`config.mk`:
```
export PLATFORM = sky130hd
export DESIGN_NAME = mem_stage_lsu
export DESIGN_NICKNAME = d
export VERILOG_FILES = /design/src/rtl/mem_stage_lsu.sv
export SDC_FILE = /design/constraint.sdc
export NUM_CORES = 1
export LEC_CHECK = 0
export ABC_AREA = 1
export BUFFER_PORTS_ARGS = -buffer_cell sky130_fd_sc_hd__buf_2
export CORE_UTILIZATION = 46
export DETAILED_ROUTE_END_ITERATION = 8
export GPL_TIMING_DRIVEN = 0
export PLACE_DENSITY_LB_ADDON = 0.08
export SLEW_MARGIN = 20
export SYNTH_ARGS = -nofsm -noshare
export SYNTH_HDL_FRONTEND = slang
export SYNTH_SLANG_ARGS = --single-unit
```
`constraint.sdc`:
```
create_clock -name clk -period 1.5 [get_ports clk]
set_clock_uncertainty 0.05 [all_clocks]
set_input_delay 0 -clock clk [delete_from_list [all_inputs] [get_ports clk]]
set_output_delay 0 -clock clk [all_outputs]
set_load 0.02 [all_outputs]
```
`src/rtl/mem_stage_lsu.sv`:
```
// MEM-stage load/store unit: turns each load/store into one req/ack bus
// transaction with byte/half lane steering, load extension, alignment checks
// and a bus timeout. Stalls upstream stages while a transaction is in flight.
module mem_stage_lsu #(
  parameter int unsigned TIMEOUT = 255
) (
  input  logic        clk,
  input  logic        reset,
  input  logic        MemRead,
  input  logic        MemWrite,
  input  logic [2:0]  MemOp,
  input  logic [31:0] ALU_result,
  input  logic [31:0] WriteData,
  output logic [31:0] MemData,
  output logic        MEM_Stall,
  output logic        MEM_WB_Bubble,
  output logic        AddrError,
  output logic        BusError,
  output logic        mem_req,
  output logic        mem_we,
  output logic [31:0] mem_addr,
  output logic [3:0]  mem_be,
  output logic [31:0] mem_wdata,
  input  logic [31:0] mem_rdata,
  input  logic        mem_ack
);

  typedef enum logic [1:0] {S_IDLE, S_BUSY, S_DONE} state_t;
  typedef enum logic [1:0] {SZ_BYTE, SZ_HALF, SZ_WORD} size_t;

  state_t      r_state;
  state_t      w_next;

  logic        w_access;
  logic        w_misaligned;
  logic        w_start;
  logic        w_timeout;
  size_t       w_size;
  size_t       w_rsize;
  logic [3:0]  w_be;
  logic [31:0] w_wdata;
  logic [7:0]  w_lane8;
  logic [15:0] w_lane16;
  logic [31:0] w_ext;

  logic        r_req;
  logic        r_we;
  logic [31:0] r_addr;
  logic [3:0]  r_be;
  logic [31:0] r_wdata;
  logic [2:0]  r_op;
  logic [1:0]  r_off;
  logic [15:0] r_cnt;
  logic [31:0] r_rdata;
  logic        r_berr;

  function automatic size_t size_of(input logic [2:0] op);
    case (op)
      3'b000, 3'b100: size_of = SZ_BYTE;
      3'b001, 3'b101: size_of = SZ_HALF;
      default:        size_of = SZ_WORD;
    endcase
  endfunction

  // Request decode, alignment check and store lane steering from EX/MEM inputs
  always_comb begin
    w_access     = MemRead | MemWrite;
    w_size       = size_of(MemOp);
    w_misaligned = ((w_size == SZ_HALF) && ALU_result[0]) ||
                   ((w_size == SZ_WORD) && (ALU_result[1:0] != 2'b00));
    w_start      = w_access & ~w_misaligned;
    w_timeout    = (r_cnt == 16'(TIMEOUT - 1));
    w_be         = 4'b1111;
    w_wdata      = WriteData;
    case (w_size)
      SZ_BYTE: begin
        w_be    = 4'b0001 << ALU_result[1:0];
        w_wdata = {4{WriteData[7:0]}};
      end
      SZ_HALF: begin
        w_be    = ALU_result[1] ? 4'b1100 : 4'b0011;
        w_wdata = {2{WriteData[15:0]}};
      end
      default: begin
        w_be    = 4'b1111;
        w_wdata = WriteData;
      end
    endcase
  end

  // Load lane selection and sign/zero extension using the captured op/offset
  always_comb begin
    w_rsize = size_of(r_op);
    case (r_off)
      2'd0:    w_lane8 = mem_rdata[7:0];
      2'd1:    w_lane8 = mem_rdata[15:8];
      2'd2:    w_lane8 = mem_rdata[23:16];
      default: w_lane8 = mem_rdata[31:24];
    endcase
    w_lane16 = r_off[1] ? mem_rdata[31:16] : mem_rdata[15:0];
    case (w_rsize)
      SZ_BYTE: w_ext = {{24{~r_op[2] & w_lane8[7]}}, w_lane8};
      SZ_HALF: w_ext = {{16{~r_op[2] & w_lane16[15]}}, w_lane16};
      default: w_ext = mem_rdata;
    endcase
  end

  // State register
  always_ff @(posedge clk) begin
    if (reset) r_state <= S_IDLE;
    else       r_state <= w_next;
  end

  // Next-state logic; an ack in the timeout cycle takes priority
  always_comb begin
    w_next = r_state;
    case (r_state)
      S_IDLE:  if (w_start) w_next = S_BUSY;
      S_BUSY:  if (mem_ack || w_timeout) w_next = S_DONE;
      S_DONE:  w_next = S_IDLE;
      default: w_next = S_IDLE;
    endcase
  end

  // FSM outputs to the pipeline
  always_comb begin
    MEM_Stall     = 1'b0;
    AddrError     = 1'b0;
    MemData       = '0;
    case (r_state)
      S_IDLE: begin
        MEM_Stall = w_start;
        AddrError = w_access & w_misaligned;
      end
      S_BUSY:  MEM_Stall = 1'b1;
      S_DONE:  MemData   = r_rdata;
      default: MEM_Stall = 1'b0;
    endcase
    MEM_WB_Bubble = MEM_Stall;
    BusError      = r_berr;
  end

  // Bus registers, timeout counter and captured load data
  always_ff @(posedge clk) begin
    if (reset) begin
      r_req   <= 1'b0;
      r_we    <= 1'b0;
      r_addr  <= '0;
      r_be    <= '0;
      r_wdata <= '0;
      r_op    <= '0;
      r_off   <= '0;
      r_cnt   <= '0;
      r_rdata <= '0;
      r_berr  <= 1'b0;
    end else begin
      case (r_state)
        S_IDLE: begin
          r_berr <= 1'b0;
          if (w_start) begin
            r_req   <= 1'b1;
            r_we    <= MemWrite;
            r_addr  <= {ALU_result[31:2], 2'b00};
            r_be    <= w_be;
            r_wdata <= w_wdata;
            r_op    <= MemOp;
            r_off   <= ALU_result[1:0];
            r_cnt   <= '0;
          end
        end
        S_BUSY: begin
          if (mem_ack) begin
            r_req   <= 1'b0;
            r_rdata <= r_we ? '0 : w_ext;
          end else if (w_timeout) begin
            r_req   <= 1'b0;
            r_rdata <= '0;
            r_berr  <= 1'b1;
          end else begin
            r_cnt   <= r_cnt + 16'd1;
          end
        end
        default: r_berr <= 1'b0;
      endcase
    end
  end

  assign mem_req   = r_req;
  assign mem_we    = r_we;
  assign mem_addr  = r_addr;
  assign mem_be    = r_be;
  assign mem_wdata = r_wdata;

endmodule

```
Yosys cells after proc, flatten, opt, wreduce, memory -nomap -nowiden
Cells that the tools add are included.
{"block": "totals", "wordCells": 90, "mem_bits_rw": 0, "rom_bits": 0, "in_bits": 104, "output_inout_bits": 106, "n_memories": 0, "latchBits": 0, "register_bits": 124}
{"block": "op_classes", "div_mod_pow": 0, "order_cmp": 0, "mul": 0, "n_addsub": 1, "eq_ne": 19, "n_shift": 1, "reduce_logical": 24, "mux": 25, "n_bitwise": 9}
{"op": "$mux 32", "n": 4}
{"op": "$pmux 32 s2", "n": 2}
{"op": "$mux 16", "n": 4}
{"op": "$pmux 16 s2", "n": 1}
{"op": "$pmux 8 s3", "n": 1}
{"op": "$add 16x1->16 const B", "n": 1}
{"op": "$eq 16x8->1 const B", "n": 1}
{"op": "$eq 3x3->1 const B", "n": 4}
{"op": "$pmux 2 s2", "n": 3}
{"op": "$reduce_or 2->1", "n": 5}
{"op": "$eq 2x1->1 const B", "n": 4}
{"op": "$logic_not 2->1", "n": 4}
{"op": "$ne 2x2->1 const B", "n": 4}
{"op": "$pmux 4 s2", "n": 1}
{"op": "$reduce_and 2->1", "n": 4}
{"op": "$eq 2x2->1 const B", "n": 3}
{"op": "$eq 3x1->1 const B", "n": 2}
{"op": "$logic_not 3->1", "n": 2}
{"op": "$reduce_bool 2->1", "n": 3}
{"op": "$and 1x1->1", "n": 4}
{"op": "$mux 1", "n": 4}
{"op": "$mux 2", "n": 2}
{"op": "$mux 4", "n": 1}
{"op": "$not 1->1", "n": 4}
{"op": "8 further kinds", "n": 11}

Logic depth before layout (Yosys ltp)
{"block": "depth", "word_depth": 10, "depth_mapped": 11, "ltp_nobuf": 10}

Worst setup path after synthesis
Ideal clock, no wire load.
{"block": "synth_path", "path_kind": "register to register", "startpoint": "register r_state[1]", "endpoint": "register r_cnt[1]", "t_arrival_ps": 1240, "path_buffers": 1, "stages_incl_launch_ff": 10, "required_ps": 1322, "synth_period_minus_slack_ps": 1418, "setup_time_ps": 128, "setup_slack_ps": 82, "cell_sequence": "dfxtp_1 > inv_2 > nand2_1 > nor2_1 > nand2_4 > nand2_2 > nand3_4 > buf_6 > a21oi_1 > nor2_1"}
{"block": "synth_between", "elab_chain_len": 3, "word_cells_on_any_way": 8, "cone_classes": "eq/ne: 4; mux: 1; reduce/logical: 3"}
{"element": "start, declared", "line": "31", "text": "state_t r_state;"}
{"element": "start signal, assigned", "line": "111", "text": "else r_state <= w_next;"}
{"element": "$eq 2x1->1 / $logic_not 2->1 (equally long branches)", "line": "157", "text": "case (r_state)"}
{"element": "$ne 2x2->1 (no source line) / $reduce_bool 2->1 (equally long branches)"}
{"element": "$reduce_and 4->1 (no source line)"}
{"element": "end signal, assigned", "line": "180", "text": "r_cnt <= r_cnt + 16'd1;"}
{"element": "end, declared", "line": "53", "text": "logic [15:0] r_cnt;"}
Parallel ways exist; a longest one is shown, timed or not.
A chain may end at the register's enable or synchronous reset.

Worst setup path in the final report
{"block": "layout_path", "startpoint": "register r_cnt[0]", "endpoint": "register r_cnt[1]"}
{"block": "layout_between", "elab_chain_len": 4, "word_cells_on_any_way": 7, "cone_classes": "add/sub: 1; eq/ne: 2; mux: 3; reduce/logical: 1"}
{"element": "$add 16x1->16", "line": "180"}
{"element": "$mux 16", "line": "175", "text": "end else if (w_timeout) begin"}
{"element": "$mux 16", "line": "172", "text": "if (mem_ack) begin"}
{"element": "$pmux 16 s2", "line": "157"}
Parallel ways exist; a longest one is shown, timed or not. The select of a mux whose other input is x is not followed.

==> reports/results.tsv <==
stage	metric	value	unit
grt	initial antenna violation count	0	
synth	Mapped Avg Cell Area	6.54	sq um
sta	WHS	45.5	ps
synth	Cell Area, Synth	6110	sq um
pwr	power per cell area	1070	nW/um^2
placed_design	IO Port Bufs	206	
cts	CTS tree	done	
sta	worst setup margin	-48.8	ps
run_status	failing checks	setup timing	
finish	# diodes	0	
sta	ratio of final minimum period to clock period	1.03	
finish	Fill cells	953	
placed_design	placed wire-length estimate	13800	um
worst_setup_path	Worst Path Required	1740	ps
grt	largest net degree at the start of global routing	17	
finish	share of post-route cells with drive strength above 1	0.324	
cts	H-tree depth	4	
grt	GRT overflow	0	
drt	via count	7638	
synth	Yosys cell types	36	
sta	slew margin rel.	0.548	
floorplan	Core ar.	12800	sq um
synth	#FFs+latches synth	124	
job	Max Cap Violations	0	
sta	Tightest Pin Transition	678	ps
sta	FMAX	0.646	GHz
cts	clk_lat worst skew	430	ps
drt	final WL	22800	um
grt	vias in the first global route	7074	
sta	min Tclk post-route	1550	ps
floorplan	Die Width	117	um
sta	unrepaired setup endpoints after global routing	yes	
sta	Final Hold Viols	0	
cts	clock root buffer	clkbuf_16	
floorplan	Vert. Die Dim	117	um
worst_setup_path	type of origin of the critical path	flip-flop	
sta	final-report max-slew violation count	0	
floorplan	row cnt	41	
worst_setup_path	WP data arrival	1790	ps
finish	nets	1400	
floorplan	die area	13700	sq um
synth	post-synthesis cell count	935	
sta	# setup viols final	40	
pwr	VDD IR-drop max	1.08	mV
finish	fin area	9840	sq um
placed_design	gp weighted congestion	0.902	
synth	sequential-to-total area share from yosys stat	0.406	
pwr	leakage power	0.00459	uW
drt	WL/cell	15.4	um
drt	post-route ant nets	0	
grt	first-pass GRT wire length	34100	um
drt	1st-iter DRT viols	565	
cts	clock transition at the registers of the reported paths	60	ps
worst_setup_path	CP Max Fanout	6	
cts	CTS max path bufs	2	
placed_design	post-place instance area	7360	sq um
drt	DR pass1 iterations	5	
drt	DR DRC count	0	
worst_hold_path	Worst Hold Class	primary input to flip-flop	
cts	# clock sinks	124	
grt	GRT Util Overall	0.327	
finish	Layout area overhead	61.0	%
run_status	status	finished, violations left	
finish	Final Core Density	0.770	
cts	total CTS buffers	17	
worst_setup_path	Crit Path Class	flip-flop to flip-flop	
finish	most common cell after layout, fill and taps aside	nand2_1	
finish	most frequent cells in the layout	nand2_1 (214), buf_2 (202), nor2_1 (162)	
worst_setup_path	CP endpoint kind	flip-flop	
drt	detail-routed via count per cell	5.16	
floorplan	initial core utilization	0.478	
floorplan	Top Ports	210	
synth	Warnings, synthesis	0	
pwr	Total Power	10500	uW
-- layer usage --
layer,GRT usage,vias to the layer above,routed length [um]
met1,0.371,3445,8940
met5,0,-,0
met4,0.186,0,1030
li1,-,3689,-
met3,0.0824,97,1670
met2,0.559,407,11200
-- cell type report --
type,instances,area [sq um],area share
Multi-Input combinational cell,680,3400,0.345
Sequential cell,124,2520,0.256
Timing Repair Buffer,339,2410,0.245
Clock buffer,19,433,0.0440
Buffer,54,387,0.0393
Inverter,78,310,0.0315
Tap cell,172,215,0.0219
Clock inverter,13,165,0.0168
-- final timing paths --
check / start / end / slack, ps / cells past startpoint
setup / recovery: r_cnt[0] / r_cnt[1] / -50 / 9
hold / removal: MemOp[0] / mem_wdata[27] / 50 / 6
setup reg to reg: r_cnt[0] / r_cnt[1] / -50 / 9
hold reg to reg: mem_wdata[6] / mem_wdata[6] / 400 / 2
-- critical path, cell delays in order (launching register included) --
cell       delay [ps]
dfxtp_4           400
inv_4              50
ha_4              160
nand2_2            60
nor2_2             40
nand3_2           120
nand3_4           150
clkbuf_16         210
a21oi_4           110
nor2_1             50
-- what timing repair did --
action                                 4_1_cts  5_1_grt
cloned                                       2        3
setup endpoints to repair                   89      123
endpoints found under the hold margin      103        1
hold buffers                               104        1
pin swaps                                    7       39
gates resized for setup                     56      144
buffers inserted                             9       14
-- logic make-up after synthesis --
logic type / count (synthesis) / share of synthesized area
XOR/XNOR: 6 / 0.00860
other: 1 / 0.000614
buffers and inverters: 132 / 0.0973
adder cells (fa/ha/maj): 2 / 0.00409
flip-flops: 124 / 0.406
AO/OA/AOI/OAI: 183 / 0.160
AND/OR/NAND/NOR: 487 / 0.323
-- where the power goes --
group / switching (uW) / internal (uW) / leakage, uW
registers: 151 / 3550 / 0.00103
clock network: 1600 / 2620 / 0.000280
logic: 1520 / 1070 / 0.00328
-- cell usage after synthesis (all sizes together) --
master	count	share of area
nand2	255	0.16
nor2	183	0.12
dfxtp	124	0.41
o21ai	81	0.066
a21oi	80	0.066
inv	77	0.048
nand3	41	0.039
buf	32	0.035
clkbuf	22	0.014
a31oi	8	0.0082
o211ai	6	0.0074
nand4	4	0.0041
o21bai	4	0.0049
xor2	4	0.0057
a311oi	2	0.0049
ha	2	0.0041
nor3	2	0.0016
xnor2	2	0.0029
and3	1	0.0010
clkinv	1	0.00061
conb	1	0.00061
o211a	1	0.0016
o21a	1	0.0012
or2	1	0.0010
-- state kept, by name, indices dropped and copies added (netlist names) --
signal / flops
mem_req: 1
mem_addr: 30
mem_we: 1
mem_be: 4
r_off: 2
r_cnt: 16
mem_wdata: 32
BusError: 1
r_rdata: 32
r_op: 3
r_state: 2
-- through the flow --
stage                     cells  worst slack (ps)  TNS, ps
after CTS                  1461             -34.8     -185
after detailed placement   1314              -227    -6560
after floorplan             936              82.0        0
after global routing       1479              -122    -4660
after global placement     1314              -224    -6170
final                      1479             -48.8     -630
No activity file was read; power rests on OpenSTA's default activity.
